$ cat src/rtl/spi_pkg.sv
// Shared definitions for the SPI register-access slave controller.
// Holds the default instruction codes, the frame positions (counted in sck rises
// from 1 after ss_n falls), the status byte bit positions and the FSM/decode enums.
package spi_pkg;

    typedef logic [31:0] word_t;
    typedef logic [6:0]  rise_t;

    localparam logic [7:0] DEF_WRITE_INSTR = 8'h00;
    localparam logic [7:0] DEF_READ_INSTR  = 8'h01;

    // Frame layout in sck rises.
    localparam rise_t INSTR_END  = 7'd8;
    localparam rise_t GAP        = 7'd9;
    localparam rise_t ADDR_END   = 7'd41;
    localparam rise_t WDATA_END  = 7'd73;
    localparam rise_t RD_FIRST   = 7'd49;
    localparam rise_t RD_LAST    = 7'd80;
    localparam rise_t STAT_FIRST = 7'd81;
    localparam rise_t FRAME_END  = 7'd88;

    // The first response bit is driven on the falling edge that follows this rise.
    localparam rise_t RD_DEADLINE = RD_FIRST - 7'd1;
    localparam rise_t WR_DEADLINE = STAT_FIRST - 7'd1;

    // Status byte: {5'b0, bad_instr, timeout, ok}.
    localparam int unsigned STAT_OK_BIT      = 0;
    localparam int unsigned STAT_TIMEOUT_BIT = 1;
    localparam int unsigned STAT_BAD_BIT     = 2;

    typedef enum logic [3:0] {
        StIdle,
        StInstr,
        StGap,
        StAddr,
        StWdata,
        StDummy,
        StRdata,
        StStat,
        StDone
    } state_e;

    typedef enum logic [1:0] {
        KindWrite,
        KindRead,
        KindBad
    } kind_e;

endpackage

$ cat src/rtl/spi_reg_slave_ctrl_if.sv
// Internal register bus between the SPI slave controller and the register block.
// master: controller side (drives bus_req/bus_we/bus_addr/bus_wdata).
// slave : register block side (drives bus_ack/bus_rdata).
// bus_req is held until a single-cycle bus_ack; bus_rdata is valid with bus_ack.
interface spi_reg_slave_ctrl_if
    import spi_pkg::*;
#(
    parameter int unsigned ADDR_W = 32
) ();

    logic              bus_req;
    logic              bus_we;
    logic [ADDR_W-1:0] bus_addr;
    word_t             bus_wdata;
    logic              bus_ack;
    word_t             bus_rdata;

    modport master (
        output bus_req,
        output bus_we,
        output bus_addr,
        output bus_wdata,
        input  bus_ack,
        input  bus_rdata
    );

    modport slave (
        input  bus_req,
        input  bus_we,
        input  bus_addr,
        input  bus_wdata,
        output bus_ack,
        output bus_rdata
    );

endinterface

$ cat src/rtl/spi_sync_edge.sv
// Multi-stage synchroniser for an asynchronous input with single-cycle edge pulses.
// Ports:
//   clk   system clock
//   rst_n synchronous active-low reset (chain loads RESET_VAL)
//   din   asynchronous input
//   rise  one clk pulse on a synchronised 0->1 transition
//   fall  one clk pulse on a synchronised 1->0 transition
module spi_sync_edge #(
    parameter int unsigned STAGES    = 2,
    parameter logic        RESET_VAL = 1'b0
) (
    input  logic clk,
    input  logic rst_n,
    input  logic din,
    output logic rise,
    output logic fall
);

    logic [STAGES-1:0] chain;
    logic              prev;

    always_ff @(posedge clk) begin
        if (!rst_n) begin
            chain <= {STAGES{RESET_VAL}};
            prev  <= RESET_VAL;
        end else begin
            chain <= {chain[STAGES-2:0], din};
            prev  <= chain[STAGES-1];
        end
    end

    assign rise = chain[STAGES-1] & ~prev;
    assign fall = ~chain[STAGES-1] & prev;

endmodule

$ cat src/rtl/spi_reg_slave_ctrl.sv
// SPI (CPOL=0, CPHA=0) register-access slave controller.
// Decodes one frame per ss_n assertion: instruction byte, gap bit, 32-bit address,
// then 32-bit write data or a dummy byte, and runs one register bus transaction.
// Read data (reads) and a status byte are shifted out on miso, MSB first.
// Ports:
//   clk, rst_n      system clock (>= 8x sck) and synchronous active-low reset
//   sck, ss_n, mosi asynchronous SPI inputs, oversampled in the clk domain
//   miso            SPI data to the master (registered)
//   rbus            register bus, master modport
module spi_reg_slave_ctrl
    import spi_pkg::*;
#(
    parameter int unsigned SYNC_STAGES = 2,
    parameter logic [7:0]  WRITE_INSTR = DEF_WRITE_INSTR,
    parameter logic [7:0]  READ_INSTR  = DEF_READ_INSTR,
    parameter int unsigned ADDR_W      = 32
) (
    input  logic                 clk,
    input  logic                 rst_n,
    input  logic                 sck,
    input  logic                 ss_n,
    input  logic                 mosi,
    output logic                 miso,
    spi_reg_slave_ctrl_if.master rbus
);

    logic sck_rise, sck_fall;
    logic ss_rise, ss_fall;

    spi_sync_edge #(
        .STAGES    (SYNC_STAGES),
        .RESET_VAL (1'b0)
    ) u_sync_sck (
        .clk  (clk),
        .rst_n(rst_n),
        .din  (sck),
        .rise (sck_rise),
        .fall (sck_fall)
    );

    // ss_n idles high, so its chain resets high to avoid a false frame start.
    spi_sync_edge #(
        .STAGES    (SYNC_STAGES),
        .RESET_VAL (1'b1)
    ) u_sync_ss (
        .clk  (clk),
        .rst_n(rst_n),
        .din  (ss_n),
        .rise (ss_rise),
        .fall (ss_fall)
    );

    logic [SYNC_STAGES-1:0] mosi_sync;
    logic                   mosi_s;

    always_ff @(posedge clk) begin
        if (!rst_n) begin
            mosi_sync <= '0;
        end else begin
            mosi_sync <= {mosi_sync[SYNC_STAGES-2:0], mosi};
        end
    end

    assign mosi_s = mosi_sync[SYNC_STAGES-1];

    state_e            state;
    kind_e             kind;
    rise_t             rcnt;
    rise_t             rnext;
    logic [30:0]       sh;
    word_t             shin;
    logic [ADDR_W-1:0] addr_q;
    word_t             rdata_q;
    logic [39:0]       out_sr;
    // own_req: the outstanding request belongs to this frame and its deadline is open.
    logic              own_req;
    logic              acked;

    logic              ack;
    logic              own_ack;
    logic              ok_now;
    logic              bad;
    word_t             rd_word;
    logic [7:0]        status;
    logic [39:0]       resp;
    logic              at_deadline;

    assign rnext   = rcnt + 7'd1;
    assign shin    = {sh, mosi_s};
    assign ack     = rbus.bus_ack & rbus.bus_req;
    assign own_ack = ack & own_req;
    // An ack landing on the deadline cycle still counts as on time.
    assign ok_now  = acked | own_ack;
    assign bad     = (kind == KindBad);
    assign rd_word = acked ? rdata_q : (own_ack ? rbus.bus_rdata : 32'h0);

    assign at_deadline = (state == StDummy) && sck_fall &&
                         (rcnt == ((kind == KindRead) ? RD_DEADLINE : WR_DEADLINE));

    always_comb begin
        status                   = 8'h00;
        status[STAT_BAD_BIT]     = bad;
        status[STAT_TIMEOUT_BIT] = !bad && !ok_now;
        status[STAT_OK_BIT]      = !bad && ok_now;
    end

    // Reads return 32 data bits then status; writes and bad instructions only status.
    assign resp = (kind == KindRead) ? {rd_word, status} : {status, 32'h0};

    always_ff @(posedge clk) begin
        if (!rst_n) begin
            state          <= StIdle;
            kind           <= KindBad;
            rcnt           <= '0;
            sh             <= '0;
            addr_q         <= '0;
            rdata_q        <= '0;
            out_sr         <= '0;
            own_req        <= 1'b0;
            acked          <= 1'b0;
            miso           <= 1'b0;
            rbus.bus_req   <= 1'b0;
            rbus.bus_we    <= 1'b0;
            rbus.bus_addr  <= '0;
            rbus.bus_wdata <= '0;
        end else begin
            // Bus completion runs independently of the frame, so an outstanding
            // request finishes even after the frame that issued it is gone.
            if (ack) begin
                rbus.bus_req <= 1'b0;
                own_req      <= 1'b0;
                if (own_req) begin
                    rdata_q <= rbus.bus_rdata;
                    acked   <= 1'b1;
                end
            end

            if (ss_rise) begin
                state   <= StIdle;
                own_req <= 1'b0;
                miso    <= 1'b0;
            end else if (ss_fall) begin
                state   <= StInstr;
                rcnt    <= '0;
                kind    <= KindBad;
                own_req <= 1'b0;
                acked   <= 1'b0;
                miso    <= 1'b0;
            end else if (state != StIdle) begin
                if (sck_rise) begin
                    rcnt <= rnext;
                    sh   <= shin[30:0];
                    unique case (state)
                        StInstr: begin
                            if (rnext == INSTR_END) begin
                                if (shin[7:0] == WRITE_INSTR) begin
                                    kind <= KindWrite;
                                end else if (shin[7:0] == READ_INSTR) begin
                                    kind <= KindRead;
                                end else begin
                                    kind <= KindBad;
                                end
                                state <= StGap;
                            end
                        end
                        StGap: begin
                            if (rnext == GAP) begin
                                state <= StAddr;
                            end
                        end
                        StAddr: begin
                            if (rnext == ADDR_END) begin
                                addr_q <= shin[ADDR_W-1:0];
                                state  <= (kind == KindWrite) ? StWdata : StDummy;
                                // A still-busy bus means this frame's access is
                                // skipped and later reported as a timeout.
                                if (kind == KindRead && !rbus.bus_req) begin
                                    rbus.bus_req  <= 1'b1;
                                    rbus.bus_we   <= 1'b0;
                                    rbus.bus_addr <= shin[ADDR_W-1:0];
                                    own_req       <= 1'b1;
                                end
                            end
                        end
                        StWdata: begin
                            if (rnext == WDATA_END) begin
                                state <= StDummy;
                                if (!rbus.bus_req) begin
                                    rbus.bus_req   <= 1'b1;
                                    rbus.bus_we    <= 1'b1;
                                    rbus.bus_addr  <= addr_q;
                                    rbus.bus_wdata <= shin;
                                    own_req        <= 1'b1;
                                end
                            end
                        end
                        StRdata: begin
                            if (rnext == RD_LAST) begin
                                state <= StStat;
                            end
                        end
                        StStat: begin
                            if (rnext == FRAME_END) begin
                                state <= StDone;
                                miso  <= 1'b0;
                            end
                        end
                        default: ;
                    endcase
                end else if (at_deadline) begin
                    // Late acks after this point are discarded.
                    own_req <= 1'b0;
                    miso    <= resp[39];
                    out_sr  <= {resp[38:0], 1'b0};
                    state   <= (kind == KindRead) ? StRdata : StStat;
                end else if (sck_fall && (state == StRdata || state == StStat)) begin
                    miso   <= out_sr[39];
                    out_sr <= {out_sr[38:0], 1'b0};
                end
            end
        end
    end

endmodule

$ cat src/flat_wrapper.sv
// flat-port wrapper written by rule: the top's interface ports become plain ports
module spi_reg_slave_ctrl_flat import spi_pkg::*;
#(
    parameter int unsigned SYNC_STAGES = 2,
    parameter logic [7:0]  WRITE_INSTR = DEF_WRITE_INSTR,
    parameter logic [7:0]  READ_INSTR  = DEF_READ_INSTR,
    parameter int unsigned ADDR_W      = 32
)
  (clk, rst_n, sck, ss_n, mosi, miso, rbus_bus_req, rbus_bus_we, rbus_bus_addr, rbus_bus_wdata, rbus_bus_ack, rbus_bus_rdata);
  spi_reg_slave_ctrl_if #(.ADDR_W(ADDR_W)) rbus_i ();
  input  logic clk;
  input  logic rst_n;
  input  logic sck;
  input  logic ss_n;
  input  logic mosi;
  output logic miso;
  output wire logic [$bits(rbus_i.bus_req)-1:0] rbus_bus_req;
  output wire logic [$bits(rbus_i.bus_we)-1:0] rbus_bus_we;
  output wire logic [$bits(rbus_i.bus_addr)-1:0] rbus_bus_addr;
  output wire logic [$bits(rbus_i.bus_wdata)-1:0] rbus_bus_wdata;
  input wire logic [$bits(rbus_i.bus_ack)-1:0] rbus_bus_ack;
  input wire logic [$bits(rbus_i.bus_rdata)-1:0] rbus_bus_rdata;
  assign rbus_bus_req = rbus_i.bus_req;
  assign rbus_bus_we = rbus_i.bus_we;
  assign rbus_bus_addr = rbus_i.bus_addr;
  assign rbus_bus_wdata = rbus_i.bus_wdata;
  assign rbus_i.bus_ack = rbus_bus_ack;
  assign rbus_i.bus_rdata = rbus_bus_rdata;
  spi_reg_slave_ctrl #(.SYNC_STAGES(SYNC_STAGES), .WRITE_INSTR(WRITE_INSTR), .READ_INSTR(READ_INSTR), .ADDR_W(ADDR_W)) u_core (.clk(clk), .rst_n(rst_n), .sck(sck), .ss_n(ss_n), .mosi(mosi), .miso(miso), .rbus(rbus_i));
endmodule
$ cat config.mk
export PLATFORM = sky130hd
export DESIGN_NAME = spi_reg_slave_ctrl_flat
export DESIGN_NICKNAME = d
export VERILOG_FILES = /design/src/rtl/spi_pkg.sv /design/src/rtl/spi_reg_slave_ctrl_if.sv /design/src/rtl/spi_sync_edge.sv /design/src/rtl/spi_reg_slave_ctrl.sv /design/src/flat_wrapper.sv
export SDC_FILE = /design/constraint.sdc
export NUM_CORES = 1
export LEC_CHECK = 0
export CAP_MARGIN = 25
export CORE_ASPECT_RATIO = 1.1
export CORE_MARGIN = 2
export CORE_UTILIZATION = 57
export CTS_CLUSTER_DIAMETER = 150
export CTS_CLUSTER_SIZE = 24
export DETAILED_ROUTE_END_ITERATION = 7
export GPL_ROUTABILITY_DRIVEN = 0
export PLACE_DENSITY = 0.8
export SLEW_MARGIN = 20
export SYNTH_ARGS = -nofsm -noshare
export SYNTH_HDL_FRONTEND = slang
export SYNTH_SLANG_ARGS = --single-unit
$ cat constraint.sdc
create_clock -name clk -period 2.8 [get_ports clk]
set_input_delay 0.42 -clock clk [delete_from_list [all_inputs] [get_ports clk]]
set_output_delay 0.42 -clock clk [all_outputs]
set_load 0.02 [all_outputs]
Yosys cells after proc, flatten, opt, wreduce, memory -nomap -nowiden
Cells that the tools add are included.

Bits of input ports: 38. Register bits after elaboration: 225. Output and inout bits: 67. Logic and storage cells: 176.

Mux-type cells: 67. Reductions and logical operators: 35. Eq/ne operators: 37. Bitwise gates (word level): 16. Add/subtract/negate cells: 1.

Operators by type and width (count): $mux 32 (6); $mux 40 (3); $pmux 32 s2 (1); $mux 1 (34); $mux 4 (8); $mux 7 (4); $reduce_and 9->1 (3); $ne 4x4->1 const B (6); $pmux 4 s6 (1); $eq 7x7->1 const B (3); $ne 3x3->1 const B (6); $eq 4x3->1 const B (4); $eq 7x4->1 const B (2); $mux 2 (7); $reduce_bool 2->1 (7); $reduce_and 5->1 (2); $not 1->1 (9); $eq 4x2->1 const B (2); $eq 8x1->1 const B (1); $logic_not 8->1 (1); $ne 8x8->1 const B (1); $reduce_and 4->1 (2); $add 7x1->7 const B (1); $eq 7x6->1 const B (1); 22 further kinds (41).

Logic depth before layout (Yosys ltp)
Gate-level depths: netlist of run 1.

Depth in word-level cells: 9. Mapped depth: 12. Depth with buffers taken out: 9.

Hierarchy
Synthesis of run 1 repeated with hierarchy kept, for this count alone.

Cell total of the unflattened synthesis: 1160. Area, all modules: 9844.4 um^2.

Modules (own cells, without submodules): spi_reg_slave_ctrl (area each 9661.8 um^2, instances 1, cells an instance 1144, sequential area each 4364.2 um^2); spi_sync_edge (area each 91.3 um^2, instances 2, cells an instance 8, sequential area each 60.1 um^2).

Worst setup path before layout of run 1
OpenSTA, ideal clock, no wires.

Path type: reg2reg. Start: register u_core.rcnt[0]. End: register u_core.rbus.bus_addr[0]. Slack: 0.294 ns. Period minus slack after synthesis: 2.506 ns. Arrival: 2.390 ns. Data required time: 2.684 ns. Stages on the path, launching flop included: 11. Cells stage by stage: dfxtp_1 > ha_1 > and2_2 > o211a_4 > o22ai_2 > or3b_4 > a2111o_1 > buf_6 > buf_12 > mux2i_1 > nor2b_1.

Word-level cells in the longest chain between the ends: 4. Elaborated cells between the ends (all ways): 6.

Ends and longest elaborated chain: from (decl) (RTL line spi_reg_slave_ctrl.sv:68) `rise_t rcnt;`; from (signal assigned) (RTL line spi_reg_slave_ctrl.sv:151) `rcnt <= rnext;`; $add 7x1->7 * (RTL line spi_reg_slave_ctrl.sv:88) `assign rnext = rcnt + 7'd1;`; $eq 7x7->1 or $eq 7x6->1 (tied branches) (RTL line spi_reg_slave_ctrl.sv:186, spi_reg_slave_ctrl.sv:172); $ne 2x1->1 (no line); $reduce_and 9->1 (no line) *; to (signal assigned) (RTL line spi_reg_slave_ctrl.sv:180) `rbus.bus_addr <= shin[ADDR_W-1:0];`; to (signal assigned) (RTL line spi_reg_slave_ctrl.sv:191) `rbus.bus_addr <= addr_q;`; to (decl) (RTL line spi_reg_slave_ctrl_if.sv:21) `output bus_addr,`.

Every way passes the cells marked *; elsewhere a longest branch is shown, timed or not. A chain may end at the register's enable or synchronous reset.

Worst setup path in the final report of run 1
Start: register u_core.rcnt[1]. End: register u_core.rbus.bus_addr[6].

The elaborated chain is that of the path after synthesis.

==> impl_metrics.json, run 1 <==
{
  "outcome": "finished clean",
  "netlist_area_um2": 10200,
  "start_kind": "flip-flop",
  "yosysWarnings": 0,
  "die_x_um": 131,
  "drive_gt1_share_pct": 7.92,
  "cts_sinks": 224,
  "vias_per_cell": 5.52,
  "numPortBuffers": 104,
  "first_global_vias": 7510,
  "hold_ws_ps": 359,
  "finalSetupViolations": 0,
  "synth_seq_cells": 224,
  "ios": 105,
  "cts_buffers": 13,
  "synth_edf_count": 0,
  "rsz0062_at_grt": "no",
  "finalCriticalPeriod_ps": 2630,
  "crit_path_end_kind": "flip-flop",
  "routed_wl_um": 22000,
  "coreArea_um2": 17600,
  "netlist_top_cells_area": "dfxtp_1 (44%), nand2_1 (11%), mux2i_1 (6.8%), a21boi_0 (5.2%), nor2b_1 (4.7%)",
  "firstDrtPassIters": 5,
  "synth-main-ff-cell": "dfxtp_1",
  "cts_tree": "yes",
  "clk_pin_slew_ps": 100,
  "synthTopCellsByCount": "nand2_1 (311), dfxtp_1 (224), nor2b_1 (76)",
  "timing.critical_path.cells": "ha_2 > and2_2 > o211a_4 > o22ai_2 > or3b_4 > a2111o_2 > buf_12 > mux2i_1 > nor2b_1",
  "yosysUniqueCellTypes": 61,
  "hold_buffers": 0,
  "initial_core_util_pct": 57.7,
  "relSlewSlack_pct": 59.1,
  "period_share_pct": 94.0,
  "worstMarginPinSlew_ps": 608,
  "nNetsFinal": 1279,
  "drc": 0,
  "dr_total_vias": 8144,
  "grt_max_degree": 138,
  "antenna_left": 0,
  "dpl.hpwl_um": 14100,
  "cp_slowest_cell": "a2111o_2",
  "ys_seq_area_share_pct": 44.1,
  "antenna_found_initial": 0,
  "die_area_um2": 18900,
  "p_leak_nw": 4.42,
  "grt_first_pass_wirelength_um": 36400,
  "max-clock-path-buffers": 3,
  "slew_viol_final": 0,
  "die_h_um": 144,
  "n_antenna_cell": 0,
  "synth_most_common_cell": "nand2_1",
  "clk_latency_ps": 480,
  "rows": 51,
  "synthCells": 1177,
  "power.density_nw_per_um2": 450,
  "crit_type": "reg -> reg",
  "syn_avg_cell_area_um2": 8.64,
  "worst-path-max-fanout": 33,
  "grt_overflow_total": 0,
  "hold_viol_final": 0,
  "crit_arrival_ps": 3010,
  "initialDrtViolationCount": 596,
  "max_freq_ghz": 0.380,
  "synthDominantCellAreaShare_pct": 44.1,
  "setup_tns_ps": 0,
  "ir_worst_vdd_mv": 0.430,
  "required_ps": 3180,
  "avgRoutedWirePerCell_um": 14.9,
  "max_stage_delay_ps": 460,
  "yosysTopAreaCell": "dfxtp_1",
  "fin_skew_ps": 26.8,
  "cts_root_buf": "clkbuf_16",
  "maxCapViolCount": 0,
  "area_delta_synth_final_pct": 15.5,
  "syn-num-nets": 1219,
  "hold_path_class": "in -> reg",
  "track_usage_pct": 22.6,
  "cts_htree_levels": 1,
  "async_reset_ff_share_pct": 0
}
==> area by class of cell <==
class	instances	area (µm²)
multi-input combinational	857	5240
clock buffer	13	325
tap	238	298
inverter	7	26.3
clock inverter	2	25.0
fill	1493	5870
sequential	224	4490
timing repair buffer	134	1340
==> power breakdown <==
part           switching [W]  leakage [nW]  total [W]  internal, W
registers         0.00000554          1.81    0.00320      0.00319
logic              0.0000877          2.45   0.000192     0.000104
clock network        0.00104         0.172    0.00190     0.000860
total                0.00113          4.42    0.00528      0.00415
==> worst paths after layout <==
kind         depth (start not counted)                 startpoint                        end  slack, ps
max                                  9             u_core.rcnt[1]    u_core.rbus.bus_addr[6]        170
min                                  2                      rst_n          u_core.out_sr[32]        360
max reg2reg                          9             u_core.rcnt[1]    u_core.rbus.bus_addr[6]        170
min reg2reg                          1  u_core.u_sync_ss.chain[0]  u_core.u_sync_ss.chain[1]        420
==> worst max-delay path, delay by kind of cell (launching register included) <==
kind | cells | cell delay, ps
AOI/OAI and AO/OA | 3 | 740
adders and majority gates | 1 | 280
buffers and inverters | 1 | 210
DFF | 1 | 400
muxes | 1 | 190
and+or+nand+nor | 3 | 690
==> metrics by stage <==
step | util (%) | std cells | instance area [µm²] | power, W | setup slack, ps
2_1_floorplan | - | 1177 | 10200 | 0.00338 | 294
3_3_place_gp | 64.4 | 1458 | 11300 | 0.00346 | 161
3_5_place_dp | 64.4 | 1458 | 11300 | 0.00346 | 42.2
4_1_cts | 66.4 | 1473 | 11700 | 0.00534 | 18.8
5_1_grt | 66.7 | 1475 | 11700 | 0.00547 | 24.0
6_report | 66.7 | 1475 | 11700 | 0.00528 | 168
==> routing by layer <==
metal,track usage [%],share of wire (%),vias to the layer above
met4,5.26,1.6,0
met2,40.9,49,159
met1,28.5,45,3870
met3,3.79,4.6,31
met5,0,0,-
li1,-,-,4084
==> state kept, by name, indices dropped and copies added, names as in the netlist <==
name                     count
u_core.miso                  1
u_core.u_sync_ss.prev        1
u_core.rbus.bus_we           1
u_core.out_sr               39
u_core.sh                   31
u_core.rbus.bus_wdata       32
u_core.rcnt                  7
u_core.acked                 1
u_core.u_sync_sck.prev       1
u_core.u_sync_ss.chain       2
u_core.u_sync_sck.chain      2
u_core.kind                  2
u_core.mosi_sync             2
u_core.rbus.bus_req          1
u_core.addr_q               32
u_core.rdata_q              32
u_core.rbus.bus_addr        32
u_core.state                 4
u_core.own_req               1
==> layout by cell type, fill, tap and decap left out, types with 3 or more instances in the layout <==
master | synthesis | layout
a21boi_1 | 40 | 40
ha_1 | 4 | 3
clkdlybuf4s50_1 | 0 | 103
o21ai_0 | 46 | 46
mux2i_1 | 69 | 69
dfxtp_2 | 0 | 3
nor2_1 | 22 | 21
a31oi_1 | 3 | 3
a21boi_0 | 70 | 70
nand2b_1 | 7 | 7
buf_4 | 3 | 25
nor3b_1 | 4 | 4
buf_12 | 3 | 5
nand3_1 | 46 | 46
o211a_1 | 30 | 30
a21oi_1 | 16 | 16
nand2_1 | 311 | 311
nor2b_1 | 76 | 76
nor4_1 | 3 | 3
clkbuf_16 | 0 | 14
mux2_2 | 32 | 32
and2_1 | 11 | 11
inv_1 | 7 | 7
nor3_1 | 9 | 9
and3_1 | 6 | 5
o21a_1 | 3 | 3
dfxtp_1 | 224 | 221
nand3b_1 | 5 | 5
==> cells by family (layout without fill, tap and decap cells) <==
logic type / count (synthesis) / in the layout / synth area share (%)
AND/OR/NAND/NOR: 518 / 518 / 23.6
AO/OA/AOI/OAI: 233 / 233 / 16.8
flip-flops: 224 / 224 / 44.1
multiplexers: 101 / 101 / 10.3
buffers and inverters: 96 / 156 / 4.55
adder cells (fa/ha/maj): 4 / 4 / 0.492
XOR/XNOR: 1 / 1 / 0.0861
==> what timing repair did <==
action / 4_1_cts / 5_1_grt
endpoints found under the setup margin: 0 / 101
resized for setup: 0 / 5
buffers inserted: 0 / 1
Power figures use the tool's default switching activity.
==> run 2: changes to the inputs <==
--- a/config.mk
+++ b/config.mk
@@ -15,3 +15,3 @@
 export GPL_ROUTABILITY_DRIVEN = 0
-export PLACE_DENSITY = 0.8
+export PLACE_DENSITY_LB_ADDON = 0.3
 export SLEW_MARGIN = 20
--- a/constraint.sdc
+++ b/constraint.sdc
@@ -3,2 +3,2 @@
 set_output_delay 0.42 -clock clk [all_outputs]
-set_load 0.02 [all_outputs]
+set_load 0.05 [all_outputs]
==> run 2 against run 1 <==
  * Utilization down 0.21 points
  * Final area down 0.31%
  * Register-to-register slack worse by 30 ps
  * Setup slack worse by 25 ps
  * Sequential cell count unchanged
  * Global-route usage down 0.33 points
  * Total power down 0.95%
  * Critical endpoint is now u_core.rbus.bus_addr[13]
==> impl_metrics.json, run 2 (same netlist as run 1, synthesis figures left out) <==
{
  "ir_worst_vdd_mv": 0.420,
  "coreArea_um2": 17600,
  "maxCapViolCount": 0,
  "required_ps": 3150,
  "cts_tree": "yes",
  "clk_pin_slew_ps": 100,
  "power.total_w": 0.00523,
  "largest-register": "u_core.out_sr",
  "start_kind": "flip-flop",
  "critPathBufInv": 1,
  "dp_cells": 1456,
  "avgRoutedWirePerCell_um": 14.6,
  "power.net_switching_w": 0.00109,
  "setup_tns_ps": 0,
  "drc": 0,
  "firstDrtPassIters": 4,
  "final_common_cell": "nand2_1",
  "finalCriticalPeriod_ps": 2660,
  "crit_type": "reg -> reg",
  "nNetsFinal": 1275,
  "crit_path_end_kind": "flip-flop",
  "clk_latency_ps": 470,
  "power_frac_clock_pct": 35.3,
  "layout.cells.non_filler": 1470,
  "grt_max_degree": 121,
  "register_area_um2": 4490,
  "cts_sinks": 224,
  "final_cell_mix": "nand2_1 (311), dfxtp_1 (220), clkdlybuf4s50_1 (103)",
  "antenna_found_initial": 0,
  "routed_wl_um": 21400,
  "cts_buffers": 13,
  "dr_total_vias": 8052,
  "grt_first_pass_wirelength_um": 35900,
  "die_area_um2": 18900,
  "die_h_um": 144,
  "multiInputGateArea_um2": 5230,
  "hold_buffers": 0,
  "grt_overflow_total": 0,
  "antenna_left": 0,
  "area_delta_synth_final_pct": 15.1,
  "power.density_nw_per_um2": 447,
  "track_usage_pct": 22.3,
  "fillCellCount": 1508,
  "initial_core_util_pct": 57.7,
  "switching_share_pct": 20.8,
  "first_global_vias": 7540,
  "outcome": "finished clean",
  "dpl.hpwl_um": 13800,
  "hold_viol_final": 0,
  "crit_family": "compound AO/OA/AOI/OAI gates",
  "numPortBuffers": 104,
  "n_antenna_cell": 0,
  "pwr-share-comb_pct": 3.7,
  "worst-path-max-fanout": 33,
  "period_share_pct": 94.9,
  "max-clock-path-buffers": 3,
  "design_area_um2": 11700,
  "relSlewSlack_pct": 63.5,
  "crit_arrival_ps": 3010,
  "rsz0062_at_grt": "no",
  "fin_skew_ps": 21.2,
  "max_stage_delay_ps": 460,
  "ios": 105,
  "hold_ws_ps": 253,
  "worstMarginPinSlew_ps": 546,
  "cts_root_buf": "clkbuf_16",
  "finalSetupViolations": 0,
  "drive_gt1_share_pct": 7.55,
  "largest_reg_flops": 39,
  "slew_viol_final": 0,
  "p_leak_nw": 4.41,
  "intPower_w": 0.00415,
  "timing.critical_path.cells": "ha_2 > and2_2 > o211a_4 > o22ai_2 > or3b_4 > a2111o_2 > buf_12 > mux2i_1 > nor2b_1",
  "cp_slowest_cell": "a2111o_2",
  "max_freq_ghz": 0.376,
  "vias_per_cell": 5.48,
  "hold_path_class": "in -> reg",
  "p_seq_share_pct": 61.1,
  "cts_htree_levels": 1,
  "initialDrtViolationCount": 644,
  "rows": 51,
  "die_x_um": 131,
  "post_dp_cell_area_um2": 11400
}
run 2: cell count changes in the layout (fill, tap and decap cells not counted), sizes merged:
cell	change
buf	-3
inv	-1
clkbuf	-1
run 2: final timing paths:
check,startpoint,to,slack [ps],depth (start not counted)
min reg2reg,u_core.u_sync_ss.chain[0],u_core.u_sync_ss.chain[1],420,1
min,rst_n,u_core.u_sync_ss.prev,250,2
max reg2reg,u_core.rcnt[0],u_core.rbus.bus_addr[13],140,9
max,u_core.rcnt[0],u_core.rbus.bus_addr[13],140,9
run 2: area by class of cell:
class	instances	area share [%]
multi-input combinational	857	44.7
sequential	224	38.4
timing repair buffer	130	11.3
clock buffer	13	2.78
tap	238	2.54
inverter	7	0.224
clock inverter	1	0.139
run 2: through the flow:
stage | util, % | setup WS, ps
floorplan | - | 289
global placement | 64.5 | 156
detailed placement | 64.5 | 12.0
CTS | 66.4 | 39.4
global route | 66.5 | 14.6
finish | 66.5 | 143
run 2: timing repair:
item	CTS	global route
gates cloned	0	0
hold endpoints to repair	0	0
endpoints found under the setup margin	1	40
gates resized for setup	1	3
buffers inserted	0	0
run 2: per-layer routing:
layer | routed length (µm) | GRT usage, % | share of wire [%] | vias to the layer above
li1 | - | - | - | 4082
met4 | 362 | 6.12 | 1.7 | 0
met5 | 0 | 0 | 0 | -
met3 | 1040 | 3.51 | 4.9 | 25
met2 | 10200 | 39.4 | 48 | 176
met1 | 9830 | 28.6 | 46 | 3769
run 2: power groups by stage:
| stage | sequential [W] | combinational (W) | clock [W] |
|---|---|---|---|
| after global routing | 0.00320 | 0.000207 | 0.00202 |
| final | 0.00320 | 0.000191 | 0.00185 |
| after CTS | 0.00320 | 0.000191 | 0.00190 |
| after floorplan | 0.00327 | 0.000109 | 0 |
| after detailed placement | 0.00327 | 0.000191 | 0 |
| after global placement | 0.00327 | 0.000191 | 0 |
==> run 3: changes to the inputs <==
CAP_MARGIN = 20   (was 25)
==> results of run 3 <==
No change in the layout: final DEF, timing and power equal those of run 2.
